--- src/rtl/reflet_gpi_debouncer_pkg.sv ---
// Register map shared by the GPI debouncer RTL and the software header generator.
package reflet_gpi_debouncer_pkg;

  localparam int unsigned REG_COUNT = 8;

  localparam logic [2:0] PRESC_LO  = 3'd0;
  localparam logic [2:0] PRESC_HI  = 3'd1;
  localparam logic [2:0] THRESH    = 3'd2;
  localparam logic [2:0] BYPASS_LO = 3'd3;
  localparam logic [2:0] BYPASS_HI = 3'd4;
  localparam logic [2:0] SYNC_LO   = 3'd5;
  localparam logic [2:0] SYNC_HI   = 3'd6;

endpackage

--- src/rtl/reflet_debounce_bit.sv ---
// Two-flop synchroniser plus tick-based stable-time filter for one pad input.
module reflet_debounce_bit (
  input  logic       clk,
  input  logic       reset,
  input  logic       pad,
  input  logic       tick,
  input  logic [7:0] thresh,
  input  logic       bypass,
  output logic       sync,
  output logic       gpi
);

  logic       sync1_q, sync2_q;
  logic       filt_q, filt_d;
  logic [7:0] cnt_q, cnt_d;
  logic [8:0] cnt_inc;

  assign cnt_inc = {1'b0, cnt_q} + 9'd1;

  always_comb begin
    filt_d = filt_q;
    cnt_d  = cnt_q;
    if (sync2_q == filt_q) begin
      cnt_d = 8'd0;
    end else if (thresh == 8'd0) begin
      filt_d = sync2_q;
      cnt_d  = 8'd0;
    end else if (tick) begin
      // A lowered threshold below a live count commits on this tick.
      if (cnt_inc >= {1'b0, thresh}) begin
        filt_d = sync2_q;
        cnt_d  = 8'd0;
      end else begin
        cnt_d = cnt_inc[8] ? 8'hFF : cnt_inc[7:0];
      end
    end
  end

  always_ff @(posedge clk or negedge reset) begin
    if (!reset) begin
      sync1_q <= 1'b0;
      sync2_q <= 1'b0;
      filt_q  <= 1'b0;
      cnt_q   <= 8'd0;
    end else begin
      sync1_q <= pad;
      sync2_q <= sync1_q;
      filt_q  <= filt_d;
      cnt_q   <= cnt_d;
    end
  end

  assign sync = sync2_q;
  assign gpi  = bypass ? sync2_q : filt_q;

endmodule

--- src/rtl/reflet_ro_register.sv ---
// Generic 8-bit read-only bus register exposing an externally supplied value.
module reflet_ro_register #(
  parameter int unsigned          addr_size = 3,
  parameter logic [addr_size-1:0] reg_addr  = '0
) (
  input  logic                 enable,
  input  logic [addr_size-1:0] addr,
  input  logic [7:0]           content,
  output logic [7:0]           data_out
);

  assign data_out = (enable && (addr == reg_addr)) ? content : 8'h00;

endmodule

--- src/rtl/reflet_rw_register.sv ---
// Generic 8-bit read/write bus register; read data is zero unless selected.
module reflet_rw_register #(
  parameter int unsigned             addr_size     = 3,
  parameter logic [addr_size-1:0]    reg_addr      = '0,
  parameter logic [7:0]              default_value = 8'h00
) (
  input  logic                 clk,
  input  logic                 reset,
  input  logic                 enable,
  input  logic [addr_size-1:0] addr,
  input  logic                 write_en,
  input  logic [7:0]           data_in,
  output logic [7:0]           data_out,
  output logic [7:0]           content
);

  logic hit;
  assign hit      = enable && (addr == reg_addr);
  assign data_out = hit ? content : 8'h00;

  always_ff @(posedge clk or negedge reset) begin
    if (!reset) begin
      content <= default_value;
    end else if (hit && write_en) begin
      content <= data_in;
    end
  end

endmodule

--- src/rtl/reflet_gpi_debouncer.sv ---
// 16-input synchroniser/debouncer with memory-mapped prescaler, threshold and bypass.
module reflet_gpi_debouncer
  import reflet_gpi_debouncer_pkg::*;
#(
  parameter int unsigned               wordsize       = 16,
  parameter int unsigned               base_addr_size = 16,
  parameter logic [base_addr_size-1:0] base_addr      = 16'hFF08,
  parameter logic [15:0]               default_presc  = 16'd999,
  parameter logic [7:0]                default_thresh = 8'd8
) (
  input  logic                      clk,
  input  logic                      reset,
  input  logic                      enable,
  input  logic [base_addr_size-1:0] addr,
  input  logic                      write_en,
  input  logic [wordsize-1:0]       data_in,
  output logic [wordsize-1:0]       data_out,
  input  logic [15:0]               pad_in,
  output logic [15:0]               gpi_out
);

  logic [base_addr_size-1:0] offset;
  logic                      sel;
  logic [2:0]                reg_addr;
  logic [7:0]                wdata;
  logic                      unused_data_hi;

  // Unsigned wrap makes addresses below base_addr fall outside the window too.
  assign offset         = addr - base_addr;
  assign sel            = enable && (offset < base_addr_size'(REG_COUNT));
  assign reg_addr       = offset[2:0];
  assign wdata          = data_in[7:0];
  assign unused_data_hi = ^data_in[wordsize-1:8];

  logic [7:0]  presc_lo, presc_hi, thresh, bypass_lo, bypass_hi;
  logic [7:0]  rd_presc_lo, rd_presc_hi, rd_thresh, rd_bypass_lo, rd_bypass_hi;
  logic [7:0]  rd_sync_lo, rd_sync_hi;
  logic [15:0] sync, bypass, presc;

  reflet_rw_register #(.addr_size(3), .reg_addr(PRESC_LO), .default_value(default_presc[7:0]))
    u_presc_lo (.clk(clk), .reset(reset), .enable(sel), .addr(reg_addr), .write_en(write_en),
                .data_in(wdata), .data_out(rd_presc_lo), .content(presc_lo));
  reflet_rw_register #(.addr_size(3), .reg_addr(PRESC_HI), .default_value(default_presc[15:8]))
    u_presc_hi (.clk(clk), .reset(reset), .enable(sel), .addr(reg_addr), .write_en(write_en),
                .data_in(wdata), .data_out(rd_presc_hi), .content(presc_hi));
  reflet_rw_register #(.addr_size(3), .reg_addr(THRESH), .default_value(default_thresh))
    u_thresh (.clk(clk), .reset(reset), .enable(sel), .addr(reg_addr), .write_en(write_en),
              .data_in(wdata), .data_out(rd_thresh), .content(thresh));
  reflet_rw_register #(.addr_size(3), .reg_addr(BYPASS_LO), .default_value(8'h00))
    u_bypass_lo (.clk(clk), .reset(reset), .enable(sel), .addr(reg_addr), .write_en(write_en),
                 .data_in(wdata), .data_out(rd_bypass_lo), .content(bypass_lo));
  reflet_rw_register #(.addr_size(3), .reg_addr(BYPASS_HI), .default_value(8'h00))
    u_bypass_hi (.clk(clk), .reset(reset), .enable(sel), .addr(reg_addr), .write_en(write_en),
                 .data_in(wdata), .data_out(rd_bypass_hi), .content(bypass_hi));
  reflet_ro_register #(.addr_size(3), .reg_addr(SYNC_LO))
    u_sync_lo (.enable(sel), .addr(reg_addr), .content(sync[7:0]), .data_out(rd_sync_lo));
  reflet_ro_register #(.addr_size(3), .reg_addr(SYNC_HI))
    u_sync_hi (.enable(sel), .addr(reg_addr), .content(sync[15:8]), .data_out(rd_sync_hi));

  assign presc  = {presc_hi, presc_lo};
  assign bypass = {bypass_hi, bypass_lo};
  assign data_out = {{(wordsize - 8){1'b0}},
                     rd_presc_lo | rd_presc_hi | rd_thresh | rd_bypass_lo | rd_bypass_hi |
                     rd_sync_lo | rd_sync_hi};

  // Tick prescaler; a PRESC write restarts the period but the current tick still reaches filters.
  logic [15:0] tick_cnt_q, tick_cnt_d;
  logic        tick, presc_wr;

  assign presc_wr = sel && write_en && ((reg_addr == PRESC_LO) || (reg_addr == PRESC_HI));
  assign tick     = (tick_cnt_q == presc);

  always_comb begin
    tick_cnt_d = tick_cnt_q + 16'd1;
    if (presc_wr || tick) begin
      tick_cnt_d = 16'd0;
    end
  end

  always_ff @(posedge clk or negedge reset) begin
    if (!reset) begin
      tick_cnt_q <= 16'd0;
    end else begin
      tick_cnt_q <= tick_cnt_d;
    end
  end

  for (genvar i = 0; i < 16; i++) begin : g_bit
    reflet_debounce_bit u_bit (
      .clk    (clk),
      .reset  (reset),
      .pad    (pad_in[i]),
      .tick   (tick),
      .thresh (thresh),
      .bypass (bypass[i]),
      .sync   (sync[i]),
      .gpi    (gpi_out[i])
    );
  end

endmodule

--- config.mk ---
export PLATFORM = sky130hd
export DESIGN_NAME = reflet_gpi_debouncer
export DESIGN_NICKNAME = d
export VERILOG_FILES = /design/src/rtl/reflet_gpi_debouncer_pkg.sv /design/src/rtl/reflet_debounce_bit.sv /design/src/rtl/reflet_ro_register.sv /design/src/rtl/reflet_rw_register.sv /design/src/rtl/reflet_gpi_debouncer.sv
export SDC_FILE = /design/constraint.sdc
export NUM_CORES = 1
export LEC_CHECK = 0
export CELL_PAD_IN_SITES_DETAIL_PLACEMENT = 1
export CELL_PAD_IN_SITES_GLOBAL_PLACEMENT = 2
export CORE_MARGIN = 4
export CORE_UTILIZATION = 36
export CTS_CLUSTER_DIAMETER = 150
export DETAILED_ROUTE_END_ITERATION = 10
export GPL_TIMING_DRIVEN = 1
export PLACE_DENSITY = 0.75
export SLEW_MARGIN = 10
export SYNTH_ARGS = -nofsm -noshare
export SYNTH_HDL_FRONTEND = slang
export SYNTH_HIERARCHICAL = 1
export SYNTH_SLANG_ARGS = --single-unit
--- constraint.sdc ---
create_clock -name clk -period 6.14 [get_ports clk]
set_input_delay 0.921 -clock clk [delete_from_list [all_inputs] [get_ports clk]]
set_output_delay 0.921 -clock clk [all_outputs]
set_load 0.02 [all_outputs]
Word level (Yosys, flattened, before mapping):

Cells that the tools add are included.

* $add $sub $neg: 18
* multiply operators: 0
* divide/modulo/power cells: 0
* $lt $le $gt $ge: 17
* eq/ne operators: 23
* shift operators: 0
* muxes and demuxes: 152
* bitwise logic cells: 22
* reductions and logical operators: 68

Operators with widths (number)
* $mux 8: 87
* $add 8x1->9 const B: 16
* $ge 9x8->1: 16
* $mux 1: 64
* $or 8x8->8: 6
* $reduce_and 3->1: 16
* $reduce_bool 3->1: 16
* $reduce_bool 2->1: 17
* $add 16x1->16 const B: 1
* $eq 1x1->1: 16
* $eq 16x16->1: 1
* $lt 16x4->1 const B: 1
* $mux 16: 1
* $not 1->1: 16
* $sub 16x16->16 const B: 1
* $logic_and 1x1->1: 15
* $eq 3x3->1 const B: 3
* $logic_not 8->1: 1
* $eq 3x2->1 const B: 2
* $eq 3x1->1 const B: 1
* $logic_not 3->1: 1
* $logic_or 1x1->1: 2

* register bits: 232
* latch bits: 0
* bits in writable memories: 0
* ROM bits: 0
* input bits: 52
* word-level logic and storage cells: 370
* memories kept: 0

Depth between registers and ports, before layout:

Gate-level depths: netlist (run 1).

* depth in word-level cells: 11
* gate-level depth with buffers: 13
* gate-level depth less buffers: 12

Modules after synthesis:

The synthesis (run 1) kept the hierarchy.

By module, submodules not included
* reflet_debounce_bit at g_bit[12].u_bit ...: instances 10, cells each 97, area each 883.3 um^2, seq. area each 275.3 um^2
* reflet_debounce_bit at g_bit[0].u_bit ...: instances 6, cells each 93, area each 818.3 um^2, seq. area each 275.3 um^2
* reflet_gpi_debouncer: instances 1, cells each 165, area each 1380.1 um^2, seq. area each 400.4 um^2
* reflet_rw_register at u_bypass_lo: instances 1, cells each 27, area each 421.7 um^2, seq. area each 200.2 um^2
* reflet_rw_register at u_presc_lo: instances 1, cells each 26, area each 392.9 um^2, seq. area each 207.7 um^2
* reflet_rw_register at u_presc_hi: instances 1, cells each 27, area each 374.1 um^2, seq. area each 202.7 um^2
* reflet_rw_register at u_thresh: instances 1, cells each 27, area each 372.9 um^2, seq. area each 201.4 um^2
* reflet_rw_register at u_bypass_hi: instances 1, cells each 27, area each 371.6 um^2, seq. area each 200.2 um^2
* reflet_ro_register: instances 2, cells each 9, area each 71.3 um^2, seq. area each 0.0 um^2

Worst setup path before layout (run 1):

No wires, ideal clock.

* path kind: register to register
* start: register u_presc_lo.content[6]
* end: register g_bit[12].u_bit.cnt_q[0]
* setup time: 0.126 ns
* arrival time: 5.781 ns
* required time: 6.014 ns
* path slack: 0.233 ns
* stages on the path, launching flop included: 6
* path buffers: 0
* clock period less this slack: 5.907 ns
* cells stage by stage: dfstp_2 -> xnor2_1 -> nand4_1 -> nor4_1 -> nor3_1 -> a32o_1

* longest elaborated chain between the ends: 2

RTL lines
* start, declared: RTL line reflet_rw_register.sv:14 `output logic [7:0] content`
* start signal, assigned: RTL line reflet_rw_register.sv:23 `content <= default_value;`
* start signal, assigned: RTL line reflet_rw_register.sv:25 `content <= data_in;`
* $eq 16x16->1: RTL line reflet_gpi_debouncer.sv:71 `assign tick = (tick_cnt_q == presc);`
* net tick: RTL line reflet_gpi_debouncer.sv:68 `logic tick, presc_wr;`
* $reduce_bool 3->1 (no source line)
* end signal, assigned: RTL line reflet_debounce_bit.sv:49 `cnt_q <= cnt_d;`
* end, declared: RTL line reflet_debounce_bit.sv:15 `logic [7:0] cnt_q, cnt_d;`

The timed path passes the listed nets, and every way through them passes these cells.
A chain may end at the register's enable or synchronous reset.

Worst setup path after layout (run 1):

* start: input port addr[3]
* end: output port data_out[1]

RTL lines
* start, declared: RTL line reflet_gpi_debouncer.sv:14 `input logic [base_addr_size-1:0] addr,`
* $sub 16x16->16: RTL line reflet_gpi_debouncer.sv:29 `assign offset = addr - base_addr;`
* $lt 16x4->1: RTL line reflet_gpi_debouncer.sv:30 `assign sel = enable && (offset < base_addr_size'(REG_COUNT));`
* $logic_and 1x1->1: RTL line reflet_gpi_debouncer.sv:30
* net sel: RTL line reflet_gpi_debouncer.sv:23 `logic sel;`
* $logic_and 1x1->1: RTL line reflet_rw_register.sv:18 `assign hit = enable && (addr == reg_addr);`
* $mux 8: RTL line reflet_rw_register.sv:19 `assign data_out = hit ? content : 8'h00;`
* net rd_bypass_lo[1]: RTL line reflet_gpi_debouncer.sv:36 `logic [7:0] rd_presc_lo, rd_presc_hi, rd_thresh, rd_bypass_lo, rd_bypass_hi;`
* $or 8x8->8 (3 in a row): RTL line reflet_gpi_debouncer.sv:63 `rd_presc_lo | rd_presc_hi | rd_thresh | rd_bypass_lo | rd_bypass_hi |`
* $or 8x8->8: RTL line reflet_gpi_debouncer.sv:64 `rd_sync_lo | rd_sync_hi};`
* end, declared: RTL line reflet_gpi_debouncer.sv:17 `output logic [wordsize-1:0] data_out,`

The timed path passes the listed nets, and every way through them passes these cells.

==> flow_metrics.py, run 1 <==
metrics = {
    "status": {
        "outcome": "complete, no violations",
    },
    "finish": {
        "n_antenna_cell": 0,
        "regArea_sq_mm": 0.00583,
        "nets": 2147,
        "fillers": 5431,
        "drive_gt1_share_pct": 16.2,
        "multi_input_area_sq_mm": 0.0108,
        "area_growth_pct": 14.5,
    },
    "clock_network": {
        "clockBufferDepth": 3,
        "h-tree-depth": 1,
        "clk_latency_ns": 0.57,
        "cts.sinks": 232,
        "clk_pin_slew_worst_paths_ns": 0.06,
        "cts_tree": "built",
        "cts_root_buf": "clkbuf_16",
        "numCtsBuffers": 31,
    },
    "synth": {
        "ys_seq_elements": 232,
        "synth_edf_count": 0,
        "synth_area_leader_cell": "dfrtp_1",
        "synth-seq-area-share_pct": 33.8,
        "synthCells": 1845,
        "yosys-top-cells-area": "dfrtp_1 32%, ha_1 11%, xnor2_1 4.3%",
        "netlist-cell-type-count": 67,
        "syn_area_per_cell_sq_um": 9.32,
        "synth_area_sq_mm": 0.0172,
        "yosysWarnings": 6,
        "synthTopCellsByCount": "223 x dfrtp_1, 194 x nand2_1, 170 x nor2_1, 148 x inv_1, 146 x ha_1",
        "yosysMostFrequentCell": "dfrtp_1",
        "synth-main-ff-cell": "dfrtp_1",
        "netlist.area_leader.share_pct": 32.4,
        "synthArstFlopShare_pct": 100,
    },
    "critical_path": {
        "endpoint": "data_out[1]",
        "cp.arrival_ns": 4.83,
        "r2r.worst_path.cells": 7,
        "startpoint": "addr[3]",
        "end_kind": "primary output",
        "cp_data_required_time_ns": 5.22,
        "worstReg2RegStart": "u_thresh/content[3]",
        "r2r_slack_ns": 3.11,
        "start_kind": "primary input",
        "critical_path.max_fanout": 9,
        "rr_endpoint": "g_bit[8].u_bit/filt_q",
        "critPathKind": "primary input to primary output",
    },
    "timing": {
        "period_needed_ns": 5.75,
        "max_freq_ghz": 0.174,
        "post-route-period-util_pct": 93.6,
        "slew_headroom_pct": 25.1,
        "clock_skew_ns": 0.0127,
        "worst_slew_pin_slew_ns": 1.12,
        "finalHoldViolations": 0,
        "final-setup-viol-count": 0,
        "maxSlewViolCount": 0,
        "rsz0062_at_grt": "false",
        "setup_tns_ns": 0,
    },
    "route": {
        "num_vias": 13800,
        "avgViaCountPerCell": 5.34,
        "drtAntennaViolNets": 0,
        "drt-pass1-iter-count": 5,
        "wl_per_cell_um": 18.9,
        "drc_errors": 0,
        "first_iter_violations": 643,
        "wl_mm": 48.7,
    },
    "flow_run": {
        "max_cap_viol_count": 0,
    },
    "pwr": {
        "swShare_pct": 23.6,
        "sequentialPowerShare_pct": 43.2,
        "p_switching_uw": 856,
        "total_power_mw": 3.64,
        "power_frac_comb_pct": 5.7,
        "p_int_mw": 2.78,
        "leakage_nw": 8.62,
        "power.density_mw_per_mm2": 185,
        "ir_drop_uv": 171,
        "clkPwrFrac_pct": 51.2,
    },
    "global_route": {
        "grt_pass1_wl_mm": 79.2,
        "grt_pass1_vias": 14500,
        "grt_usage_pct": 19.0,
        "grt_overflow": 0,
        "antenna_found_initial": 0,
        "grt_start_max_net_pins": 133,
    },
    "place": {
        "dp_hpwl_mm": 33.3,
        "gp_congestion": 0.789,
        "numPortBuffers": 67,
    },
    "floorplan": {
        "start_util_pct": 36.7,
        "num_io_pins": 84,
        "die_w_um": 227,
        "die-height_um": 227,
        "core_sq_mm": 0.0469,
        "fp-row-count": 79,
        "die_area_sq_mm": 0.0513,
    },
    "min_path": {
        "hold_class": "flop to flop",
    },
}
[worst max-delay path: stages]
cell             delay, ns
clkdlybuf4s50_1       0.46
inv_1                 0.08
ha_1                  0.23
or4b_4                0.53
nor4_2                0.24
a21oi_1               0.09
a221oi_2              0.32
nand4_1               0.13
nor2b_1               0.38
and4b_2               0.48
and2_2                0.19
nor4_1                0.04
nand2_1               0.11
clkdlybuf4s50_1       0.63
[layout by cell type (no fill, tap or decap), types with 12 or more instances in the layout]
cell type / n
nand2_1: 194
or4_4: 12
o21ai_0: 74
nor3_1: 24
and3_1: 28
dfrtp_1: 216
and3b_1: 16
nor2b_1: 28
o21ai_1: 30
nand4_1: 15
nor2_1: 170
nor4_1: 18
ha_1: 146
nand3_1: 94
xor2_1: 60
nor3b_1: 17
and2_2: 32
nor4_2: 22
mux2_2: 48
xnor2_1: 84
and2_1: 30
o31ai_1: 48
a21oi_1: 76
clkbuf_16: 31
mux2_4: 18
clkdlybuf4s50_1: 66
inv_1: 148
[cell type report]
cell class,count,share of cell area [%]
Clock buffer,49,4.69
Clock inverter,8,0.584
Inverter,148,2.82
Multi-Input combinational cell,1459,54.6
Sequential cell,232,29.6
Tap cell,607,3.86
Timing Repair Buffer,77,3.87
[cells by family after synthesis]
| family | after synthesis | share of synthesized area [%] |
|---|---|---|
| multiplexers | 72 | 5.11 |
| adder cells (fa/ha/maj) | 146 | 10.6 |
| AND/OR/NAND/NOR | 804 | 28.6 |
| flip-flops | 232 | 33.8 |
| AO/OA/AOI/OAI | 285 | 10.7 |
| XOR/XNOR | 144 | 7.33 |
| other | 1 | 0.0218 |
| buffers and inverters | 161 | 3.84 |
[flip-flops by register name (all words and copies together) (netlist names)]
signal               cells
tick_cnt_q              16
u_presc_hi/content       8
g_bit.u_bit/sync        16
u_thresh/content         8
u_bypass_lo/content      8
g_bit.u_bit/filt_q      16
g_bit.u_bit/sync1_q     16
u_presc_lo/content       8
g_bit.u_bit/cnt_q      128
u_bypass_hi/content      8
[per-stage QoR]
stage          utilization (%)  setup slack, ns  hold WS [ns]  instances  area [sq um]
4_1_cts                   42.0            0.211         0.351       2578         19700
2_1_floorplan                -            0.233         0.331       1852         17200
5_1_grt                   42.0           0.0981         0.353       2580         19700
6_report                  42.0            0.390         0.345       2580         19700
3_5_place_dp              39.8            0.224         0.339       2521         18600
3_3_place_gp              39.8            0.408         0.332       2521         18600
[metal layers]
| metal | vias to the layer above | part of all wire (%) | GRT usage [%] | wire length, um |
|---|---|---|---|---|
| met3 | 44 | 3.4 | 2.98 | 1660 |
| met1 | 6930 | 48 | 25.9 | 23400 |
| met5 | - | 0 | 0 | 0 |
| met2 | 127 | 47 | 32.2 | 23000 |
| met4 | 0 | 1.2 | 3.44 | 588 |
| li1 | 6675 | - | - | - |
[worst min-delay path by stage]
stage               cells after the start  slack [ns]              startpoint             endpoint
global route                            0        0.35  g_bit[3].u_bit/sync1_q  g_bit[3].u_bit/sync
floorplan                               0        0.33  g_bit[0].u_bit/sync1_q  g_bit[0].u_bit/sync
CTS                                     0        0.35  g_bit[7].u_bit/sync1_q  g_bit[7].u_bit/sync
finish                                  0        0.34  g_bit[7].u_bit/sync1_q  g_bit[7].u_bit/sync
detailed placement                      0        0.34  g_bit[3].u_bit/sync1_q  g_bit[3].u_bit/sync
global placement                        0        0.33  g_bit[3].u_bit/sync1_q  g_bit[3].u_bit/sync
[power groups by stage]
| stage | combinational, mW | clock, mW | sequential (mW) |
|---|---|---|---|
| final | 0.206 | 1.86 | 1.57 |
| after floorplan | 0.100 | 0 | 1.59 |
| after CTS | 0.211 | 1.93 | 1.57 |
| after detailed placement | 0.211 | 0 | 1.60 |
| after global routing | 0.225 | 2.00 | 1.57 |
| after global placement | 0.207 | 0 | 1.60 |
[what timing repair did]
action / CTS / global route
buffers inserted: 0 / 2
endpoints found under the hold margin: 0 / 0
hold buffers: 0 / 0
endpoints found under the setup margin: 0 / 7
resized for setup: 0 / 1
No activity file was read; power rests on OpenSTA's default activity.
==> inputs of run 2 (changes only) <==
--- a/config.mk
+++ b/config.mk
@@ -13,6 +13,7 @@
 export DETAILED_ROUTE_END_ITERATION = 10
 export GPL_TIMING_DRIVEN = 1
 export PLACE_DENSITY = 0.75
+export SETUP_SLACK_MARGIN = 0.3
 export SLEW_MARGIN = 10
 export SYNTH_ARGS = -nofsm -noshare
 export SYNTH_HDL_FRONTEND = slang
==> flow_metrics.py, run 2 (synthesized netlist as in run 1, its figures left out) <==
metrics = {
    "finish": {
        "nets": 2151,
        "area_growth_pct": 15.1,
        "top_register": "g_bit.u_bit/cnt_q",
        "final_cell_area_sq_mm": 0.0198,
        "drive_gt1_share_pct": 16.6,
        "post-route-util_pct": 42.3,
        "final_cell_mix": "216 x dfrtp_1, 194 x nand2_1, 170 x nor2_1",
        "final_common_cell": "dfrtp_1",
        "largest_reg_flops": 128,
    },
    "clock_network": {
        "clk_pin_slew_worst_paths_ns": 0.06,
        "clk_latency_ns": 0.59,
        "numCtsBuffers": 31,
        "cts_tree": "built",
        "hold_buffers": 0,
        "h-tree-depth": 1,
        "cts.sinks": 232,
        "cts_root_buf": "clkbuf_16",
        "clockBufferDepth": 3,
    },
    "pwr": {
        "power.density_mw_per_mm2": 190,
        "leakage_nw": 8.67,
        "ir_drop_uv": 239,
    },
    "critical_path": {
        "crit_slowest_cell": "clkdlybuf4s50_1",
        "start_kind": "primary input",
        "critical_path.max_fanout": 9,
        "cp.arrival_ns": 4.63,
        "cp_data_required_time_ns": 5.22,
        "critPathBufInv": 4,
        "max_stage_delay_ns": 0.72,
        "r2r_slack_ns": 3.26,
        "crit_cells": 15,
        "rr_endpoint": "g_bit[11].u_bit/filt_q",
        "critPathMostFrequentCell": "clkdlybuf4s50_1",
        "endpoint": "data_out[4]",
        "startpoint": "addr[3]",
        "critPathKind": "primary input to primary output",
        "end_kind": "primary output",
        "crit_family": "simple AND/OR/NAND/NOR gates",
        "r2r.worst_path.cells": 7,
        "crit_chain": "clkdlybuf4s50_1 -> inv_1 -> ha_1 -> or4b_4 -> nor4_2 -> a21oi_1 -> a221oi_2 -> nand4_1 -> nor2b_1 -> buf_4 -> and4b_2 -> and2_2 -> nor4_1 -> nand2_1 -> clkdlybuf4s50_1",
        "worstReg2RegStart": "u_thresh/content[6]",
    },
    "floorplan": {
        "num_io_pins": 84,
        "die-height_um": 227,
        "die_area_sq_mm": 0.0513,
        "core_sq_mm": 0.0469,
        "fp-row-count": 79,
        "start_util_pct": 36.7,
        "die_w_um": 227,
    },
    "timing": {
        "post-route-period-util_pct": 90.3,
        "maxSlewViolCount": 0,
        "period_needed_ns": 5.55,
        "setup_tns_ns": 0,
        "max_freq_ghz": 0.180,
        "clock_skew_ns": 0.0218,
        "final-setup-viol-count": 0,
        "finalHoldViolations": 0,
        "rsz0062_at_grt": "false",
        "slew_headroom_pct": 26.0,
        "worst_slew_pin_slew_ns": 1.10,
    },
    "place": {
        "gp_congestion": 0.781,
        "numPortBuffers": 67,
        "placed_area_sq_mm": 0.0187,
        "dp_hpwl_mm": 34.5,
    },
    "global_route": {
        "grt_pass1_wl_mm": 79.8,
        "grt_usage_pct": 19.1,
        "grt_start_max_net_pins": 80,
        "antenna_found_initial": 5,
        "grt_overflow": 0,
        "grt_pass1_vias": 14800,
    },
    "route": {
        "avgViaCountPerCell": 5.36,
        "drc_errors": 0,
        "drtAntennaViolNets": 0,
        "num_vias": 13900,
        "first_iter_violations": 642,
        "wl_mm": 49.0,
        "drt-pass1-iter-count": 4,
        "wl_per_cell_um": 18.9,
    },
    "flow_run": {
        "max_cap_viol_count": 0,
    },
    "min_path": {
        "hold_class": "primary input to async pin",
    },
    "status": {
        "outcome": "complete, no violations",
    },
}
-- run 2: cell types whose count changed in the layout (fill, tap and decap cells not counted), sizes merged --
cell and delta:
buf +4, clkbuf -10, bufinv +4, clkinv +4
clkinvlp +2, diode +5
-- run 2: worst min path at each step --
stage,endpoint,slack (ns)
after floorplan,g_bit[0].u_bit/sync,0.33
after global placement,g_bit[13].u_bit/sync,0.33
after detailed placement,g_bit[10].u_bit/sync,0.34
after CTS,g_bit[5].u_bit/cnt_q[4],0.34
after global routing,g_bit[3].u_bit/sync,0.35
final,g_bit[5].u_bit/cnt_q[4],0.34
-- run 2: repair_timing --
action                                  4_1_cts  5_1_grt
endpoints found under the setup margin        0        8
setup buffers                                 0        2
resized for setup                             0        1
-- run 2: area by class of cell --
cell class / count / area (sq um)
flip-flops and latches: 232 / 5830
inverters: 148 / 556
well taps: 607 / 759
multi-input cells: 1459 / 10800
clock buffers: 39 / 826
clock inverters: 18 / 274
diodes: 5 / 12.5
fillers: 5344 / 27100
repair buffers: 81 / 781
-- run 2: through the flow --
| stage | instances | setup WS (ns) | total power, mW | hold WS, ns |
|---|---|---|---|---|
| finish | 2589 | 0.593 | 3.76 | 0.341 |
| global route | 2589 | 0.299 | 3.90 | 0.350 |
| CTS | 2582 | 0.389 | 3.83 | 0.345 |
| detailed placement | 2525 | 0.403 | 1.81 | 0.336 |
| global placement | 2525 | 0.492 | 1.80 | 0.332 |
| floorplan | 1852 | 1.91 | 1.69 | 0.331 |
-- run 2: power by group --
part / total (mW) / internal (mW) / leakage [nW] / switching [mW]
Combinational: 0.208 / 0.0877 / 5.04 / 0.120
Clock: 1.98 / 1.24 / 0.538 / 0.743
Sequential: 1.57 / 1.55 / 3.09 / 0.0196
Total: 3.76 / 2.87 / 8.67 / 0.883
-- run 2: layer usage --
metal  vias to the layer above  track usage, %  part of all wire [%]
met2                       123            33.4                    49
met1                      6979            24.9                    46
met4                         0            5.30                   2.6
met5                         -               0                     0
li1                       6701               -                     -
met3                        65            2.51                   2.7
==> inputs of run 3 (changes only) <==
--- a/config.mk
+++ b/config.mk
@@ -6,9 +6,9 @@
 export NUM_CORES = 1
 export LEC_CHECK = 0
 export CELL_PAD_IN_SITES_DETAIL_PLACEMENT = 1
-export CELL_PAD_IN_SITES_GLOBAL_PLACEMENT = 2
+export CELL_PAD_IN_SITES_GLOBAL_PLACEMENT = 1
 export CORE_MARGIN = 4
-export CORE_UTILIZATION = 36
+export CORE_UTILIZATION = 44
 export CTS_CLUSTER_DIAMETER = 150
 export DETAILED_ROUTE_END_ITERATION = 10
 export GPL_TIMING_DRIVEN = 1
==> flow_metrics.py, run 3 (synthesized netlist as in run 1, its figures left out) <==
metrics = {
    "finish": {
        "regArea_sq_mm": 0.00582,
        "instances_no_fill": 2492,
        "final_cell_mix": "217 x dfrtp_1, 194 x nand2_1, 170 x nor2_1",
        "fillers": 4427,
        "top_register": "g_bit.u_bit/cnt_q",
        "post-route-util_pct": 50.9,
        "area_growth_pct": 14.3,
        "final_common_cell": "dfrtp_1",
        "final_cell_area_sq_mm": 0.0197,
        "multi_input_area_sq_mm": 0.0108,
        "largest_reg_flops": 128,
        "drive_gt1_share_pct": 16.4,
        "nets": 2146,
    },
    "timing": {
        "post-route-period-util_pct": 90.8,
        "finalHoldViolations": 0,
        "clock_skew_ns": 0.0137,
        "worst_slew_pin_slew_ns": 1.11,
        "max_freq_ghz": 0.179,
        "setup_tns_ns": 0,
        "period_needed_ns": 5.58,
        "rsz0062_at_grt": "false",
        "slew_headroom_pct": 25.1,
        "maxSlewViolCount": 0,
        "final-setup-viol-count": 0,
    },
    "clock_network": {
        "hold_buffers": 0,
        "clockBufferDepth": 3,
        "numCtsBuffers": 30,
        "clk_pin_slew_worst_paths_ns": 0.06,
        "clk_latency_ns": 0.58,
        "h-tree-depth": 1,
        "cts_root_buf": "clkbuf_16",
        "cts_tree": "built",
        "cts.sinks": 232,
    },
    "place": {
        "placed_area_sq_mm": 0.0185,
        "dp_hpwl_mm": 33.3,
        "place_inst": 2433,
        "numPortBuffers": 67,
        "gp_congestion": 0.820,
    },
    "pwr": {
        "power.density_mw_per_mm2": 188,
        "p_int_mw": 2.84,
        "total_power_mw": 3.69,
        "leakage_nw": 8.64,
        "clkPwrFrac_pct": 52.0,
        "ir_drop_uv": 227,
        "sequentialPowerShare_pct": 42.4,
        "power_frac_comb_pct": 5.6,
        "p_switching_uw": 857,
        "swShare_pct": 23.2,
    },
    "critical_path": {
        "critical_path.max_fanout": 9,
        "start_kind": "primary input",
        "cp.arrival_ns": 4.66,
        "end_kind": "primary output",
        "critPathKind": "primary input to primary output",
        "rr_endpoint": "g_bit[3].u_bit/cnt_q[5]",
        "startpoint": "addr[3]",
        "cp_data_required_time_ns": 5.22,
        "endpoint": "data_out[4]",
        "r2r_slack_ns": 3.15,
        "r2r.worst_path.cells": 7,
        "worstReg2RegStart": "u_thresh/content[3]",
    },
    "route": {
        "num_vias": 14000,
        "first_iter_violations": 583,
        "wl_per_cell_um": 18.9,
        "avgViaCountPerCell": 5.60,
        "drc_errors": 0,
        "wl_mm": 47.2,
        "drt-pass1-iter-count": 4,
        "drtAntennaViolNets": 0,
    },
    "floorplan": {
        "core_sq_mm": 0.0386,
        "num_io_pins": 84,
        "fp-row-count": 72,
        "die-height_um": 206,
        "die_w_um": 206,
        "die_area_sq_mm": 0.0423,
        "start_util_pct": 44.5,
    },
    "global_route": {
        "grt_start_max_net_pins": 123,
        "antenna_found_initial": 2,
        "grt_pass1_wl_mm": 78.4,
        "grt_usage_pct": 22.5,
        "grt_pass1_vias": 15000,
        "met1_usage_pct": 29.4,
        "use_met3_pct": 2.79,
        "busiest_layer": "met2",
        "grt_overflow": 0,
        "globalRouteMet2Util_pct": 39.2,
    },
    "flow_run": {
        "max_cap_viol_count": 0,
    },
    "min_path": {
        "hold_class": "flop to flop",
    },
    "status": {
        "outcome": "complete, no violations",
    },
}
-- run 3: changes by cell type in the layout (fill, tap and decap cells not counted), sizes merged --
cell      before  now
buf           15   11
bufinv         7    5
clkinv         9    5
diode          5    2
clkinvlp       2    4
clkbuf        39   42
-- run 3: how the worst min path moves through the flow --
stage,start,endpoint,slack [ns],cells past startpoint
6_report,g_bit[10].u_bit/sync1_q,g_bit[10].u_bit/sync,0.35,0
2_1_floorplan,g_bit[0].u_bit/sync1_q,g_bit[0].u_bit/sync,0.33,0
4_1_cts,g_bit[10].u_bit/sync1_q,g_bit[10].u_bit/sync,0.35,0
3_5_place_dp,g_bit[15].u_bit/sync1_q,g_bit[15].u_bit/sync,0.34,0
3_3_place_gp,g_bit[11].u_bit/sync1_q,g_bit[11].u_bit/sync,0.33,0
5_1_grt,g_bit[10].u_bit/sync1_q,g_bit[10].u_bit/sync,0.36,0
-- run 3: cell type report --
cell class	instances	share of cell area, %
clock inverters	14	1.08
repair buffers	77	3.88
inverters	148	2.83
diodes	2	0.0255
flip-flops and latches	232	29.6
well taps	518	3.30
clock buffers	42	4.46
multi-input cells	1459	54.8
-- run 3: power by group through the flow --
stage / registers, mW / logic (mW) / clock network, mW
floorplan: 1.59 / 0.100 / 0
global placement: 1.59 / 0.205 / 0
detailed placement: 1.59 / 0.208 / 0
CTS: 1.57 / 0.210 / 1.98
global route: 1.57 / 0.224 / 2.04
finish: 1.57 / 0.207 / 1.92
-- run 3: critical path, stage by stage --
cell and delay (ns):
clkdlybuf4s50_1 0.46, inv_1 0.08, ha_1 0.22, or4b_4 0.51
nor4_2 0.23, a21oi_1 0.09, a221oi_2 0.31, nand4_1 0.19
nor2b_4 0.24, and4bb_2 0.39, and2_1 0.18, nor3_1 0.06
nand2_1 0.14, clkdlybuf4s50_1 0.63
-- run 3: timing repair --
action | CTS | global route
endpoints found under the setup margin | 8 | 8
setup buffers | 1 | 0
resized for setup | 1 | 4
endpoints found under the hold margin | 0 | 0
-- run 3: metrics by stage --
stage / hold WS [ns] / setup slack (ns)
after global routing: 0.355 / 0.315
after floorplan: 0.331 / 1.91
after CTS: 0.351 / 0.364
after global placement: 0.332 / 0.424
final: 0.348 / 0.564
after detailed placement: 0.337 / 0.255
-- run 3: layer usage --
layer / vias up / wire (um)
met5: - / 0
met4: 0 / 1210
met3: 77 / 1690
met2: 197 / 23000
met1: 7016 / 21300
li1: 6677 / -
==> patch, RTL diff (config.mk and constraints of run 3) <==
Register the inputs `enable`, `addr`, `write_en`, `data_in` and `pad_in` before use, without a reset. The logic sees them one clock later.
--- a/src/rtl/reflet_gpi_debouncer.sv
+++ b/src/rtl/reflet_gpi_debouncer.sv
@@ -20,4 +20,18 @@
 );
 
+  logic enable_q;
+  logic [base_addr_size-1:0] addr_q;
+  logic write_en_q;
+  logic [wordsize-1:0] data_q;
+  logic [15:0] pad_q;
+
+  always_ff @(posedge clk) begin
+    enable_q   <= enable;
+    addr_q     <= addr;
+    write_en_q <= write_en;
+    data_q     <= data_in;
+    pad_q      <= pad_in;
+  end
+
   logic [base_addr_size-1:0] offset;
   logic                      sel;
@@ -27,9 +41,9 @@
 
   // Unsigned wrap makes addresses below base_addr fall outside the window too.
-  assign offset         = addr - base_addr;
-  assign sel            = enable && (offset < base_addr_size'(REG_COUNT));
+  assign offset         = addr_q - base_addr;
+  assign sel            = enable_q && (offset < base_addr_size'(REG_COUNT));
   assign reg_addr       = offset[2:0];
-  assign wdata          = data_in[7:0];
-  assign unused_data_hi = ^data_in[wordsize-1:8];
+  assign wdata          = data_q[7:0];
+  assign unused_data_hi = ^data_q[wordsize-1:8];
 
   logic [7:0]  presc_lo, presc_hi, thresh, bypass_lo, bypass_hi;
@@ -39,17 +53,17 @@
 
   reflet_rw_register #(.addr_size(3), .reg_addr(PRESC_LO), .default_value(default_presc[7:0]))
-    u_presc_lo (.clk(clk), .reset(reset), .enable(sel), .addr(reg_addr), .write_en(write_en),
+    u_presc_lo (.clk(clk), .reset(reset), .enable(sel), .addr(reg_addr), .write_en(write_en_q),
                 .data_in(wdata), .data_out(rd_presc_lo), .content(presc_lo));
   reflet_rw_register #(.addr_size(3), .reg_addr(PRESC_HI), .default_value(default_presc[15:8]))
-    u_presc_hi (.clk(clk), .reset(reset), .enable(sel), .addr(reg_addr), .write_en(write_en),
+    u_presc_hi (.clk(clk), .reset(reset), .enable(sel), .addr(reg_addr), .write_en(write_en_q),
                 .data_in(wdata), .data_out(rd_presc_hi), .content(presc_hi));
   reflet_rw_register #(.addr_size(3), .reg_addr(THRESH), .default_value(default_thresh))
-    u_thresh (.clk(clk), .reset(reset), .enable(sel), .addr(reg_addr), .write_en(write_en),
+    u_thresh (.clk(clk), .reset(reset), .enable(sel), .addr(reg_addr), .write_en(write_en_q),
               .data_in(wdata), .data_out(rd_thresh), .content(thresh));
   reflet_rw_register #(.addr_size(3), .reg_addr(BYPASS_LO), .default_value(8'h00))
-    u_bypass_lo (.clk(clk), .reset(reset), .enable(sel), .addr(reg_addr), .write_en(write_en),
+    u_bypass_lo (.clk(clk), .reset(reset), .enable(sel), .addr(reg_addr), .write_en(write_en_q),
                  .data_in(wdata), .data_out(rd_bypass_lo), .content(bypass_lo));
   reflet_rw_register #(.addr_size(3), .reg_addr(BYPASS_HI), .default_value(8'h00))
-    u_bypass_hi (.clk(clk), .reset(reset), .enable(sel), .addr(reg_addr), .write_en(write_en),
+    u_bypass_hi (.clk(clk), .reset(reset), .enable(sel), .addr(reg_addr), .write_en(write_en_q),
                  .data_in(wdata), .data_out(rd_bypass_hi), .content(bypass_hi));
   reflet_ro_register #(.addr_size(3), .reg_addr(SYNC_LO))
@@ -68,5 +82,5 @@
   logic        tick, presc_wr;
 
-  assign presc_wr = sel && write_en && ((reg_addr == PRESC_LO) || (reg_addr == PRESC_HI));
+  assign presc_wr = sel && write_en_q && ((reg_addr == PRESC_LO) || (reg_addr == PRESC_HI));
   assign tick     = (tick_cnt_q == presc);
 
@@ -90,5 +104,5 @@
       .clk    (clk),
       .reset  (reset),
-      .pad    (pad_in[i]),
+      .pad    (pad_q[i]),
       .tick   (tick),
       .thresh (thresh),
Behaviour: not the same (a bounded check fails within 4 cycles, from zero or initial values and one cycle with reset low).
==> patch against run 3 <==
Routed wire length rose by 3.5%; maximum frequency is 1.1% higher; largest cell class unchanged; critical endpoint unchanged; setup slack improved by 58 ps; area after synthesis grew 4.9%; sequential cell count rose by 42; clock skew grew 4.3 ps; design area up 4.6%; utilization grew 0.41 points; power grew 15%; critical path depth shrank 1.
==> patch: results (changes against run 3) <==
Parameter                              Value

Synth
  Ys async rst share ... 84.7% (-15 points)
  Largest cells by area after synthesis ... dfrtp_1 (31%), ha_1 (10%), dfxtp_1 (4.7%), xnor2_1 (4.1%), nand2_1 (4.0%)
  Total of warnings raised by yosys ... 6 (unchanged)
  Distinct cell type count of the synthesized netlist ... 68 (+1.5%)
  Post-Synthesis Cells ... 1887 (+2.3%)
  Fraction of the yosys area taken by sequential cells ... 36.9% (+3.1 points)
  Cell types with the highest counts after synthesis ... dfrtp_1 (223), nand2_1 (194), nor2_1 (170), inv_1 (148), ha_1 (146)

Setup path
  Largest driver fanout on the critical path ... 9 (unchanged)
  FF-to-FF setup slack ... 2540 ps (-610 ps)
  Maximum single-stage delay on the critical path ... 730 ps (+100 ps)
  Worst reg2reg path endpoint ... u_bypass_lo/content[3]
  Gate family responsible for the most delay along the worst path ... simple AND/OR/NAND/NOR gates
  Setup Crit Path Kind ... reg -> out
  Data arrival time of the critical path ... 4600 ps (-60 ps)
  Launch point of the worst reg-to-reg path ... addr_q[4]
  Reg2reg path depth ... 11 (+4)

Power
  Worst VDD drop ... 0.000225 V (-0.83%)
  Seq group ... 1880 uW (+20%)
  Combinational group share of total power ... 6.7% (+1.1 points)
  Leakage power ... 0.00904 uW (+4.7%)
  Sw Share ... 24.3% (+1.1 points)

Clock tree
  Post-CTS Resized ... 0 (-1)
  Number of levels in the clock H-tree ... 2 (+1)
  Number of clock buffers inserted by TritonCTS ... 35 (+17%)
  Post-CTS Setup Inserts ... 0 (-1)
  Clock latency reported for the late side of the worst-skew pair ... 560 ps (-20 ps)
  Maximum clock insertion buffer count ... 3 (unchanged)

Final layout
  Count of inserted antenna diode cells ... 0 (-2)
  Max reg flops ... 128 (unchanged)
  Net count, final ... 2190 (+2.1%)
  Share of post-route cells with drive strength above 1 ... 16.0% (-0.43 points)
  Fill cells ... 4534 (+2.4%)
  Most flop-heavy register ... g_bit.u_bit/cnt_q

Global routing
  First-pass GRT wire length ... 80.0 mm (+2.1%)
  Total routing usage reported by global routing ... 21.9% (-0.59 points)
  Via count of the first global-routing pass ... 15.3k (+1.9%)
  Number of antenna violations at the first check in global routing ... 0 (-2)
  Pin count of the biggest net entering global routing ... 123 (unchanged)

Timing
  Final-report max-slew violation count ... 0 (unchanged)
  Skew final ... 18.0 ps (+4.27 ps)
  Hold violation count in the final report ... 0 (unchanged)
  Worst Max-Slew Pin Slew ... 1060 ps (-54.5 ps)

Hold path
  Path type of the worst min-delay path ... reg -> reg

Routing
  Initial DRC count ... 634 (+8.7%)
  Ratio of routed vias to standard cells ... 5.62 (+0.20%)
  Detailed-route wire length ... 48.8 mm (+3.5%)
  Count of vias placed by the detailed router ... 14.3k (+2.3%)
  Router iterations before antenna repair ... 4 (unchanged)

Run
  Max-capacitance violation count ... 0 (unchanged)

Placed design
  Placed Cells incl. Taps ... 2480 (+1.9%)
  RePlAce Congestion ... 0.820 (about the same)
  HPWL after detailed placement ... 34.0 mm (+2.0%)

Run status
  Result of the run ... completed
patch: changes by cell type after synthesis, sizes merged:
cell / delta
dfxtp: +42
patch: area by class of cell:
class | count | area, um2 | area share, %
clock inverter | 10 | 93.8 | 0.456
clock buffer | 54 | 1090 | 5.31
tap | 525 | 657 | 3.19
sequential | 274 | 6660 | 32.4
multi-input combinational | 1459 | 10800 | 52.3
timing repair buffer | 74 | 741 | 3.60
inverter | 148 | 556 | 2.70
patch: cell families after synthesis:
kind of cell | synth area share (%)
XOR/XNOR | 6.99
flip-flops | 36.9
AO/OA/AOI/OAI | 10.2
adder cells (fa/ha/maj) | 10.1
multiplexers | 4.87
buffers and inverters | 3.66
AND/OR/NAND/NOR | 27.3
other | 0.0208
patch: per-layer routing:
metal / track usage (%) / part of all wire (%) / vias to the layer above / wire length, um
li1: - / - / 6821 / -
met1: 27.7 / 44 / 7198 / 21700
met2: 38.6 / 50 / 181 / 24300
met3: 3.53 / 3.0 / 87 / 1490
met4: 6.80 / 2.8 / 0 / 1370
met5: 0 / 0 / - / 0
patch: worst min-delay path by stage:
stage | start | end | cells past startpoint | slack [ps]
after floorplan | pad_q[0] | g_bit[0].u_bit/sync1_q | 0 | 320
after detailed placement | pad_q[13] | g_bit[13].u_bit/sync1_q | 0 | 320
after CTS | pad_q[9] | g_bit[9].u_bit/sync1_q | 0 | 320
after global routing | pad_q[7] | g_bit[7].u_bit/sync1_q | 0 | 330
after global placement | pad_q[3] | g_bit[3].u_bit/sync1_q | 0 | 320
final | pad_q[9] | g_bit[9].u_bit/sync1_q | 0 | 320
patch: stage by stage:
stage	power [uW]	setup WS [ps]	instance area [um2]
after floorplan	2050	2120	18100
after global placement	2190	1430	19400
after detailed placement	2200	1270	19400
after CTS	4320	614	20600
after global routing	4410	394	20600
final	4260	622	20600
